## src/rtl/hazard_pkg.sv

```systemverilog
// Shared encodings for the hazard control unit: EX operand forward selects
// and the load-use stall FSM states.
package hazard_pkg;

  localparam logic [1:0] FWD_NONE   = 2'b00;
  localparam logic [1:0] FWD_MEM_WB = 2'b01;
  localparam logic [1:0] FWD_EX_MEM = 2'b10;

  typedef enum logic [0:0] {
    ST_IDLE  = 1'b0,
    ST_STALL = 1'b1
  } hz_state_t;

endpackage

```

## src/rtl/hazard_fwd_lane.sv

```systemverilog
// One EX-stage operand forward lane: picks EX/MEM, MEM/WB or the regfile value
// for a single source register. Purely combinational.
module hazard_fwd_lane
  import hazard_pkg::*;
#(
  parameter int REG_ADDR_W = 3
) (
  input  logic [REG_ADDR_W-1:0] rs,
  input  logic [REG_ADDR_W-1:0] ex_mem_rd,
  input  logic                  ex_mem_regwrite,
  input  logic                  ex_mem_memread,
  input  logic [REG_ADDR_W-1:0] mem_wb_rd,
  input  logic                  mem_wb_regwrite,
  output logic [1:0]            sel
);

  logic ex_mem_hit;
  logic mem_wb_hit;

  // A load in MEM has no result yet, so it can never feed EX directly.
  assign ex_mem_hit = ex_mem_regwrite && !ex_mem_memread &&
                      (ex_mem_rd != '0) && (ex_mem_rd == rs);
  assign mem_wb_hit = mem_wb_regwrite && (mem_wb_rd != '0) && (mem_wb_rd == rs);

  always_comb begin
    sel = FWD_NONE;
    if (ex_mem_hit) begin
      sel = FWD_EX_MEM;
    end else if (mem_wb_hit) begin
      sel = FWD_MEM_WB;
    end
  end

endmodule

```

## src/rtl/hazard_ctrl_unit.sv

```systemverilog
// Hazard control: per-lane RAW forwarding, counted load-use stall FSM and
// branch flush. Define HAZARD_PERF_CNT_EN to build the stall/flush counters.
module hazard_ctrl_unit
  import hazard_pkg::*;
#(
  parameter int REG_ADDR_W     = 3,
  parameter int NUM_SRC        = 2,
  parameter int LOAD_STALL_CYC = 1
) (
  input  logic                          clk,
  input  logic                          rst,
  input  logic [NUM_SRC*REG_ADDR_W-1:0] id_rs,
  input  logic [NUM_SRC-1:0]            id_rs_valid,
  input  logic [NUM_SRC*REG_ADDR_W-1:0] id_ex_rs,
  input  logic [REG_ADDR_W-1:0]         id_ex_rd,
  input  logic                          id_ex_memread,
  input  logic [REG_ADDR_W-1:0]         ex_mem_rd,
  input  logic                          ex_mem_regwrite,
  input  logic                          ex_mem_memread,
  input  logic [REG_ADDR_W-1:0]         mem_wb_rd,
  input  logic                          mem_wb_regwrite,
  input  logic                          branch_taken,
  output logic [NUM_SRC*2-1:0]          forward_sel,
  output logic                          stall_pc,
  output logic                          stall_if_id,
  output logic                          flush_if_id,
  output logic                          flush_id_ex,
  output logic [31:0]                   perf_stall_cnt,
  output logic [31:0]                   perf_flush_cnt
);

  // The first bubble is issued from IDLE, so STALL only covers the remainder.
  localparam bit         MULTI_CYC = (LOAD_STALL_CYC > 1);
  localparam logic [2:0] CNT_INIT  = MULTI_CYC ? 3'(LOAD_STALL_CYC - 2) : 3'd0;

  hz_state_t  state;
  logic [2:0] cnt;
  logic       load_use;

  for (genvar g = 0; g < NUM_SRC; g++) begin : g_lane
    hazard_fwd_lane #(
      .REG_ADDR_W(REG_ADDR_W)
    ) u_lane (
      .rs             (id_ex_rs[g*REG_ADDR_W +: REG_ADDR_W]),
      .ex_mem_rd      (ex_mem_rd),
      .ex_mem_regwrite(ex_mem_regwrite),
      .ex_mem_memread (ex_mem_memread),
      .mem_wb_rd      (mem_wb_rd),
      .mem_wb_regwrite(mem_wb_regwrite),
      .sel            (forward_sel[g*2 +: 2])
    );
  end

  always_comb begin
    load_use = 1'b0;
    for (int i = 0; i < NUM_SRC; i++) begin
      if (id_rs_valid[i] && (id_rs[i*REG_ADDR_W +: REG_ADDR_W] == id_ex_rd)) begin
        load_use = 1'b1;
      end
    end
    load_use = load_use && id_ex_memread && (id_ex_rd != '0);
  end

  always_ff @(posedge clk) begin
    if (rst || branch_taken) begin
      state <= ST_IDLE;
      cnt   <= '0;
    end else begin
      case (state)
        ST_IDLE: begin
          if (load_use && MULTI_CYC) begin
            state <= ST_STALL;
            cnt   <= CNT_INIT;
          end
        end
        ST_STALL: begin
          if (cnt == 3'd0) begin
            state <= ST_IDLE;
          end else begin
            cnt <= cnt - 3'd1;
          end
        end
        default: begin
          state <= ST_IDLE;
          cnt   <= '0;
        end
      endcase
    end
  end

  // Branch flush outranks any stall; load_use only matters while IDLE.
  always_comb begin
    stall_pc    = 1'b0;
    stall_if_id = 1'b0;
    flush_if_id = 1'b0;
    flush_id_ex = 1'b0;
    if (!rst) begin
      if (branch_taken) begin
        flush_if_id = 1'b1;
        flush_id_ex = 1'b1;
      end else if ((state == ST_STALL) || load_use) begin
        stall_pc    = 1'b1;
        stall_if_id = 1'b1;
        flush_id_ex = 1'b1;
      end
    end
  end

`ifdef HAZARD_PERF_CNT_EN
  logic [31:0] stall_cnt_q;
  logic [31:0] flush_cnt_q;

  always_ff @(posedge clk) begin
    if (rst) begin
      stall_cnt_q <= '0;
      flush_cnt_q <= '0;
    end else begin
      if (stall_pc) begin
        stall_cnt_q <= stall_cnt_q + 32'd1;
      end
      if (branch_taken) begin
        flush_cnt_q <= flush_cnt_q + 32'd1;
      end
    end
  end

  assign perf_stall_cnt = stall_cnt_q;
  assign perf_flush_cnt = flush_cnt_q;
`else
  assign perf_stall_cnt = 32'd0;
  assign perf_flush_cnt = 32'd0;
`endif

endmodule

```

## config.mk

```make
export PLATFORM = sky130hd
export DESIGN_NAME = hazard_ctrl_unit
export DESIGN_NICKNAME = d
export VERILOG_FILES = /design/src/rtl/hazard_pkg.sv /design/src/rtl/hazard_fwd_lane.sv /design/src/rtl/hazard_ctrl_unit.sv
export SDC_FILE = /design/constraint.sdc
export NUM_CORES = 1
export LEC_CHECK = 0
export BUFFER_PORTS_ARGS = -buffer_cell sky130_fd_sc_hd__buf_2
export CORE_ASPECT_RATIO = 0.5
export CORE_UTILIZATION = 39
export CTS_CLUSTER_DIAMETER = 200
export DETAILED_ROUTE_END_ITERATION = 7
export PLACE_DENSITY_LB_ADDON = 0.3
export SLEW_MARGIN = 40
export SYNTH_ARGS = -nofsm -noshare
export SYNTH_HDL_FRONTEND = slang
export SYNTH_HIERARCHICAL = 1
export SYNTH_SLANG_ARGS = --single-unit
```

## constraint.sdc

```tcl
create_clock -name clk -period 3.6 [get_ports clk]
set_clock_uncertainty 0.2 [all_clocks]
set_input_delay 0.36 -clock clk [delete_from_list [all_inputs] [get_ports clk]]
set_output_delay 0.36 -clock clk [all_outputs]
set_load 0.01 [all_outputs]
```

==> impl_metrics.py, run 1 <==
metrics = {
    "run_status": {
        "outcome": "finished clean",
    },
    "drt": {
        "routed_wl_um": 1460,
        "ant_nets": 0,
        "drc": 0,
        "routed_via_density": 3.62,
        "first_iter_violations": 15,
        "via_count": 734,
        "wl_per_cell_um": 7.17,
        "firstDrtPassIters": 4,
    },
    "worst_hold_path": {
        "min_to": "cnt[1]$_SDFFE_PP0P_",
        "hold_path.class": "register to register",
        "whs_path_depth": 2,
        "worstHoldStart": "cnt[1]$_SDFFE_PP0P_",
    },
    "worst_setup_path": {
        "regToRegSetupSlack_ns": 2.23,
        "reg2reg_to": "cnt[1]$_SDFFE_PP0P_",
        "cp_cell_sequence": "buf_2 > nand2b_1 > a2111oi_2 > and2_1 > buf_2",
        "cp_data_arrival_time_ns": 1.27,
        "critPathTopFamily": "compound AO/OA/AOI/OAI gates",
        "cpMostUsedCell": "buf_2",
        "crit_type": "input pin to primary output",
        "path_max_fanout": 2,
        "r2r_start": "cnt[0]$_SDFFE_PP0P_",
        "startpoint_type": "input pin",
        "worstRegToRegCells": 6,
        "crit_path_end_kind": "primary output",
        "required_ns": 3.04,
        "max_stage_delay_ns": 0.36,
        "critPathBufInv": 2,
        "slowest_stage": "a2111oi_2",
    },
    "logic_synthesis": {
        "synth_top_area_share": 0.494,
        "async_flop_share": 0,
        "synth.area.top_cells": "buf_4, dfxtp_1, xnor2_1",
        "ys.warnings.count": 6,
        "synth_edf_count": 0,
        "seq_area_frac_synth": 0.0787,
        "synth_area_mm2": 0.00102,
        "synth_top_area_cell": "buf_4",
        "syn_avg_cell_area_um2": 7.71,
        "ys_types": 27,
        "synthFlopType": "dfxtp_1",
        "synth_cells": 132,
        "synth_seq_cells": 4,
    },
    "placement": {
        "place_congestion": 0.760,
        "place_hpwl_um": 1360,
        "place_area_um2": 980,
        "port_buffers": 37,
    },
    "sta": {
        "finalSetupViolCount": 0,
        "hold_viol_final": 0,
        "timing.final.max_slew_violations": 0,
        "tns_ns": 0,
        "max_freq_mhz": 546,
        "rsz0062_at_grt": "false",
        "fin_crit_sh": 0.508,
        "fin_crit_ns": 1.83,
    },
    "clock_tree": {
        "clkTransAtPathRegs_ns": 0.03,
        "cts_tree": "built",
        "postCtsResizedCells": 0,
        "worstSkewPairLatency_ns": 0.21,
        "root_buffer": "clkbuf_8",
        "max-clock-path-buffers": 2,
        "htreeDepth": 1,
        "clock_sinks": 4,
        "cts-hold-fix-buffers": 0,
        "cts_inserted_buffers": 3,
        "cts_setup_buffers": 0,
    },
    "global_route": {
        "grt_pass1_wl_um": 2150,
        "gr-usage-all-layers": 0.0984,
        "overflow": 0,
        "grt_pass1_vias": 552,
        "antenna_found_initial": 0,
        "grt_max_degree": 6,
    },
    "power_and_ir_drop": {
        "peakVddDrop_mv": 0.242,
        "combinationalPowerShare": 0.386,
        "p_sw_mw": 0.0774,
        "switching_share": 0.347,
        "p_int_mw": 0.146,
        "power_density_mw_per_mm2": 218,
        "p_seq_frac": 0.200,
        "p_leak_nw": 0.558,
        "power_frac_clock": 0.413,
    },
    "final_layout": {
        "area_growth_syn_to_layout_pct": 0.369,
        "ff_latch_area_um2": 80.1,
        "n_fill_cell": 256,
        "fin_area_mm2": 0.00102,
        "diodes": 0,
        "layout-drive-gt1-share": 0.298,
        "multi_input_area_um2": 648,
        "nets": 202,
    },
    "floorplan": {
        "initial_core_util": 0.434,
        "chipWidth_um": 74.2,
        "pin_count": 102,
        "die-area_mm2": 0.00283,
        "die_h_um": 38.1,
        "rows": 12,
        "core_region_area_mm2": 0.00234,
    },
    "flow_run": {
        "max-cap-violations": 0,
    },
}
## final cells by class
class | instances | share of cell area
tap | 35 | 0.0429
inverter | 6 | 0.0221
sequential | 4 | 0.0784
multi-input combinational | 118 | 0.635
clock buffer | 3 | 0.0404
timing repair buffer | 37 | 0.181
## stage by stage
step	util	worst slack (ns)	power (mW)	hold slack (ns)	std cells
final	0.436	1.77	0.223	0.251	203
after global routing	0.436	1.66	0.239	0.274	203
after CTS	0.436	1.74	0.226	0.256	203
after detailed placement	0.418	1.74	0.131	0.251	200
after global placement	0.418	1.76	0.130	0.244	200
after floorplan	-	1.91	0.154	0.236	195
## per-layer routing
metal	track usage	routed length, um	vias up
met2	0.227	815	41
met3	0.00789	105	2
li1	-	-	366
met5	0	0	-
met4	0.0283	8	0
met1	0.0938	526	325
## cells in the final DEF (no fill, tap or decap)
| cell | Yosys | layout |
|---|---|---|
| o21ai_2 | 1 | 1 |
| buf_2 | 0 | 37 |
| a21oi_2 | 1 | 1 |
| nand4_1 | 2 | 2 |
| nor3_1 | 1 | 1 |
| a21oi_1 | 3 | 3 |
| inv_1 | 4 | 4 |
| o2111ai_1 | 2 | 2 |
| o31ai_1 | 1 | 1 |
| inv_2 | 2 | 2 |
| o21ba_2 | 2 | 2 |
| conb_1 | 1 | 64 |
| dfxtp_1 | 4 | 4 |
| nand2b_1 | 2 | 2 |
| and2_1 | 2 | 2 |
| a2111oi_2 | 2 | 2 |
| or2_2 | 2 | 2 |
| nor2b_1 | 1 | 1 |
| a211oi_1 | 2 | 2 |
| clkbuf_8 | 0 | 3 |
| ha_1 | 2 | 2 |
| xnor2_1 | 9 | 9 |
| or2b_1 | 2 | 2 |
| nor2_1 | 6 | 6 |
| o21bai_1 | 2 | 2 |
| xor2_1 | 6 | 6 |
| nand2_1 | 2 | 2 |
| a21o_1 | 1 | 1 |
## Yosys cell counts (all sizes together) (4+ instances only)
cell type / instances
a21oi: 4
inv: 6
xnor2: 9
nor2: 6
buf: 67
xor2: 6
dfxtp: 4
## worst max-delay path by stage
| stage | from | end | slack [ns] | cells past startpoint |
|---|---|---|---|---|
| global placement | ex_mem_memread | forward_sel[1] | 1.76 | 5 |
| global route | ex_mem_memread | forward_sel[2] | 1.66 | 5 |
| finish | ex_mem_memread | forward_sel[1] | 1.77 | 5 |
| floorplan | id_ex_rd[0] | stall_pc | 1.91 | 5 |
| detailed placement | ex_mem_memread | forward_sel[1] | 1.74 | 5 |
| CTS | ex_mem_memread | forward_sel[1] | 1.74 | 5 |
## flip-flops by register name, indices dropped and copies added, names as in the netlist
register / count
cnt: 3
state: 1
## power groups by stage
stage | registers [mW] | logic (mW) | clock network (mW)
finish | 0.0446 | 0.0862 | 0.0922
detailed placement | 0.0452 | 0.0857 | 0
global placement | 0.0452 | 0.0852 | 0
CTS | 0.0446 | 0.0859 | 0.0954
global route | 0.0446 | 0.0979 | 0.0964
floorplan | 0.0452 | 0.109 | 0
## worst min-delay path, cell delays in order, from the launching register on
cell and delay (ns):
dfxtp_1 0.30, nand2_1 0.05, a21oi_1 0.05
## cells by family (layout without fill, tap and decap cells)
| family | count (synthesis) | after routing | synth area share |
|---|---|---|---|
| flops | 4 | 4 | 0.0787 |
| compound gates | 17 | 17 | 0.143 |
| simple gates | 20 | 20 | 0.105 |
| buf+inv | 73 | 46 | 0.517 |
| fa+ha+maj | 2 | 2 | 0.0246 |
| other cells | 1 | 64 | 0.00369 |
| xor+xnor | 15 | 15 | 0.129 |
Note: power is estimated with default switching activity, not from simulation.
==> run 2, diff against run 1 <==
CORE_UTILIZATION = 33   (was 39)
clock period = 1.5 ns   (was 3.6 ns; I/O delays follow)
==> run 2 against run 1 <==
Compared with the run above: core utilization is 6.4 points lower; die area is 17% higher; highest routed layer unchanged; routed wire length is 3.8% higher; clock power is 150% higher; via count is 1.4% lower; critical path type unchanged; final cell count is 0.99% higher.
==> impl_metrics.py, run 2 (synthesis gave the netlist of run 1 again) <==
metrics = {
    "run_status": {
        "outcome": "finished clean",
    },
    "final_layout": {
        "finalNonFillerCells": 205,
        "diodes": 0,
        "largest_reg_flops": 3,
        "layout-drive-gt1-share": 0.298,
        "area_growth_syn_to_layout_pct": 0.615,
        "layout_common_cells": "conb_1, buf_2, xnor2_1",
        "fin_area_mm2": 0.00102,
        "top_register": "cnt",
        "top_regs": "cnt: 3 flops, state: 1 flops",
        "nets": 202,
        "final_common_cell": "conb_1",
    },
    "worst_setup_path": {
        "worstRegToRegCells": 6,
        "required_ns": 1.15,
        "startpoint_type": "input pin",
        "crit_type": "input pin to primary output",
        "cp_data_arrival_time_ns": 1.07,
        "crit_path_end_kind": "primary output",
        "path_max_fanout": 4,
    },
    "drt": {
        "via_count": 724,
        "firstDrtPassIters": 3,
        "top_layer_used": "met4",
        "routed_wl_um": 1510,
        "drc": 0,
        "ant_nets": 0,
        "wl_per_cell_um": 7.37,
        "wl_met1_um": 503,
        "routed-wl-met2_um": 845,
        "first_iter_violations": 9,
        "routed_via_density": 3.53,
        "wl_met3_um": 138,
    },
    "clock_tree": {
        "root_buffer": "clkbuf_8",
        "cts_tree": "built",
        "htreeDepth": 1,
        "worstSkewPairLatency_ns": 0.22,
        "postCtsResizedCells": 0,
        "clock_sinks": 4,
        "max-clock-path-buffers": 2,
        "cts_setup_buffers": 0,
        "cts_inserted_buffers": 3,
        "cts-hold-fix-buffers": 0,
        "clkTransAtPathRegs_ns": 0.03,
    },
    "power_and_ir_drop": {
        "peakVddDrop_mv": 0.474,
        "p_leak_nw": 0.558,
        "power_density_mw_per_mm2": 529,
    },
    "global_route": {
        "antenna_found_initial": 0,
        "grt_max_degree": 6,
        "grt_pass1_vias": 484,
        "gr-usage-all-layers": 0.0793,
        "overflow": 0,
        "grt_pass1_wl_um": 1880,
    },
    "placement": {
        "place_hpwl_um": 1400,
        "place_area_um2": 982,
        "place_congestion": 0.696,
        "port_buffers": 37,
        "dp_cells": 202,
    },
    "sta": {
        "rsz0062_at_grt": "false",
        "finalSetupViolCount": 0,
        "fin_crit_sh": 0.945,
        "timing.final.max_slew_violations": 0,
        "hold_viol_final": 0,
        "tns_ns": 0,
        "fin_crit_ns": 1.42,
        "max_freq_mhz": 705,
    },
    "floorplan": {
        "die-area_mm2": 0.00332,
        "die_h_um": 41.3,
        "pin_count": 102,
        "initial_core_util": 0.370,
        "chipWidth_um": 80.5,
        "rows": 13,
        "core_region_area_mm2": 0.00275,
    },
    "worst_hold_path": {
        "whs_path_depth": 3,
        "hold_path.class": "input pin to register",
    },
    "flow_run": {
        "max-cap-violations": 0,
    },
}
## run 2: cell counts in the layout (fill, tap and decap cells not counted)
Identical to the previous run, type by type.
## run 2: final timing paths
kind                                           from  slack, ns                   to
worst max-delay path                   ex_mem_rd[1]       0.08       forward_sel[1]
worst min-delay path                   branch_taken       0.09  cnt[1]$_SDFFE_PP0P_
worst max register to register  cnt[0]$_SDFFE_PP0P_       0.13  cnt[1]$_SDFFE_PP0P_
worst min register to register  cnt[1]$_SDFFE_PP0P_       0.25  cnt[1]$_SDFFE_PP0P_
## run 2: per-layer routing
layer,vias to the layer above,global-route usage
li1,365,-
met1,312,0.0712
met2,43,0.159
met3,4,0.0333
met4,0,0.0536
met5,-,0
## run 2: area by class of cell
cell class              count  area (um2)
inverters                   6        22.5
repair buffers             37         185
multi-input cells         118         648
well taps                  37        46.3
fillers                   318        1730
flip-flops and latches      4        80.1
clock buffers               3        41.3
## run 2: where the power goes
part / switching [mW] / internal (mW)
clock: 0.0557 / 0.171
sequential: 0 / 0.107
combinational: 0.136 / 0.0716
## run 2: critical path, stage by stage
cell	delay (ns)
buf_2	0.13
xor2_1	0.17
a2111oi_2	0.31
and2_1	0.19
buf_2	0.13
## run 2: metrics by stage
stage / setup slack (ns) / hold WS, ns / util / total power [mW]
finish: 0.0820 / 0.0904 / 0.372 / 0.541
CTS: 0.0691 / 0.0933 / 0.372 / 0.550
global placement: 0.0738 / 0.244 / 0.357 / 0.313
floorplan: 0.188 / 0.144 / - / 0.371
detailed placement: 0.0729 / 0.248 / 0.357 / 0.315
global route: 0.0139 / 0.102 / 0.372 / 0.586
==> run 3, diff against run 2 <==
ABC_AREA = 1   (was unset)
CORE_UTILIZATION = 34   (was 33)
==> run 3 against run 2 <==
Compared with the run above: count of clock-buffer cells in the layout is the same; total power grew 3.8%; sequential power is essentially flat; die area grew 7.6%; sequential share of layout area shrank 0.83 points; clock power is essentially flat; largest power group is now combinational logic; critical endpoint is now cnt[1]$_SDFFE_PP0P_; first-iteration DRC count grew 11%; register-to-register slack gained 0.04 ns; combinational power grew 9.7%; maximum frequency grew 6.2%; synthesized cell count grew 53%; non-clock buffer count is the same.
==> impl_metrics.py, run 3 <==
metrics = {
    "logic_synthesis": {
        "synthFlopType": "dfxtp_1",
        "syn_avg_cell_area_um2": 5.60,
        "synth_edf_count": 0,
        "synth_common_cells": "buf_4, nand2_1, inv_1, nor2_1, inv_2",
        "synth_area_mm2": 0.00113,
        "async_flop_share": 0,
        "synth_top_area_share": 0.445,
        "ys.warnings.count": 6,
        "synth_top_family_by_area": "buffers and inverters",
        "synthAdderAreaFrac": 0.0221,
        "synth_most_common_cell": "buf_4",
        "synth_xor_area_frac": 0,
        "ys_types": 17,
        "synth.area.top_cells": "buf_4, nand2_1, inv_1",
        "seq_area_frac_synth": 0.0708,
        "muxShareOfSynthArea": 0,
        "synth_cells": 202,
        "synth_seq_cells": 4,
        "synth-compound-area-share": 0.0675,
        "synth_top_area_cell": "buf_4",
        "synth-simple-area-share": 0.275,
    },
    "final_layout": {
        "diodes": 0,
        "n_fill_cell": 367,
        "largest_reg_flops": 3,
        "nets": 272,
        "layout_common_cells": "conb_1, nand2_1, buf_2",
        "layout-drive-gt1-share": 0.239,
        "final_common_cell": "conb_1",
        "top_register": "cnt",
        "top_regs": "cnt: 3 flops, state: 1 flops",
        "area_growth_syn_to_layout_pct": 1.22,
    },
    "worst_setup_path": {
        "crit_path_end_kind": "register",
        "critPathBufInv": 2,
        "regToRegSetupSlack_ns": 0.17,
        "cp_num_cells": 7,
        "cp_data_arrival_time_ns": 1.26,
        "slowest_stage": "dfxtp_1",
        "r2r_start": "cnt[0]$_SDFFE_PP0P_",
        "crit_type": "register to register",
        "max_stage_delay_ns": 0.32,
        "path_max_fanout": 5,
        "startpoint_type": "register",
        "critPathLaunch": "cnt[0]$_SDFFE_PP0P_",
        "cpMostUsedCell": "nand2_1",
        "cp_cell_sequence": "inv_1 > ha_1 > nand2_1 > nand2_1 > inv_2 > nor2_1 > a211oi_1",
        "worstRegToRegCells": 7,
        "reg2reg_to": "cnt[1]$_SDFFE_PP0P_",
        "required_ns": 1.42,
        "critPathTopFamily": "flip-flops",
    },
    "clock_tree": {
        "worstSkewPairLatency_ns": 0.22,
        "root_buffer": "clkbuf_8",
        "cts_setup_buffers": 0,
        "clkTransAtPathRegs_ns": 0.03,
        "max-clock-path-buffers": 2,
        "htreeDepth": 1,
        "cts_inserted_buffers": 3,
        "cts_tree": "built",
        "clock_sinks": 4,
        "cts-hold-fix-buffers": 0,
    },
    "placement": {
        "place_hpwl_um": 1630,
        "pre_cts_ws_ns": 0.121,
        "port_buffers": 37,
        "place_congestion": 0.845,
    },
    "worst_hold_path": {
        "worstHoldStart": "branch_taken",
        "min_to": "cnt[0]$_SDFFE_PP0P_",
        "whs_path_depth": 4,
        "hold_path.class": "input pin to register",
    },
    "run_status": {
        "outcome": "finished clean",
    },
    "flow_run": {
        "max-cap-violations": 0,
    },
    "drt": {
        "routed_wl_um": 1780,
        "wl_per_cell_um": 6.40,
        "firstDrtPassIters": 4,
        "routed_via_density": 3.53,
        "first_iter_violations": 10,
        "via_count": 981,
        "drc": 0,
        "ant_nets": 0,
    },
    "global_route": {
        "grt_pass1_wl_um": 2790,
        "overflow": 0,
        "gr-usage-all-layers": 0.0951,
        "grt_pass1_vias": 734,
        "antenna_found_initial": 0,
        "grt_max_degree": 6,
    },
    "power_and_ir_drop": {
        "power.total_mw": 0.561,
        "power_density_mw_per_mm2": 490,
        "peakVddDrop_mv": 0.442,
        "p_leak_nw": 0.789,
    },
    "floorplan": {
        "die_h_um": 42.8,
        "chipWidth_um": 83.6,
        "die-area_mm2": 0.00358,
        "rows": 14,
        "pin_count": 102,
        "core_region_area_mm2": 0.00308,
        "initial_core_util": 0.367,
    },
    "sta": {
        "timing.final.max_slew_violations": 0,
        "max_freq_mhz": 749,
        "setup_slack_ns": 0.165,
        "hold_viol_final": 0,
        "rsz0062_at_grt": "false",
        "finalSetupViolCount": 0,
        "fin_crit_ns": 1.33,
        "tns_ns": 0,
        "fin_crit_sh": 0.890,
    },
}
[run 3: worst max-delay path by stage]
| stage | to | slack, ns |
|---|---|---|
| 2_1_floorplan | stall_pc | 0.22 |
| 3_3_place_gp | cnt[2]$_SDFFE_PP0P_ | 0.16 |
| 3_5_place_dp | cnt[2]$_SDFFE_PP0P_ | 0.12 |
| 4_1_cts | cnt[2]$_SDFFE_PP0P_ | 0.12 |
| 5_1_grt | flush_id_ex | 0.03 |
| 6_report | cnt[1]$_SDFFE_PP0P_ | 0.17 |
[run 3: cells by family (layout without fill, tap and decap cells)]
family,count (synthesis),after routing
AOI/OAI and AO/OA,13,13
DFF,4,4
other,1,64
and+or+nand+nor,80,80
buffers and inverters,102,75
adders and majority gates,2,2
[run 3: timing repair]
item / in CTS / in global routing
resized for setup: 0 / 2
hold endpoints to repair: 0 / 0
endpoints found under the setup margin: 0 / 3
[run 3: power by group]
| part | switching (mW) | internal, mW |
|---|---|---|
| Combinational | 0.160 | 0.0670 |
| Sequential | 0 | 0.107 |
| Clock | 0.0563 | 0.171 |
[run 3: cell type report]
type	instances	area (um2)	share of cell area
inverter	35	131	0.115
multi-input combinational	159	657	0.574
sequential	4	80.1	0.0699
clock buffer	3	41.3	0.0361
timing repair buffer	37	185	0.162
tap	40	50.0	0.0437
[run 3: tightest hold or removal path, cell delays in order]
cell and delay [ns]:
buf_2 0.08, inv_1 0.04, nand2_1 0.15, a21oi_1 0.06
[run 3: metrics by stage]
stage,area (um2),hold WS (ns),instances,util
floorplan,1370,0.155,265,-
global placement,1100,0.254,275,0.357
detailed placement,1100,0.262,275,0.357
CTS,1140,0.0913,278,0.370
global route,1140,0.143,278,0.371
finish,1140,0.112,278,0.371
[run 3: metal layers]
metal,vias to the layer above,track usage,wire [um]
met2,49,0.179,888
met3,2,0.0156,162
li1,533,-,-
met1,397,0.109,716
met5,-,0,0
met4,0,0.0407,13
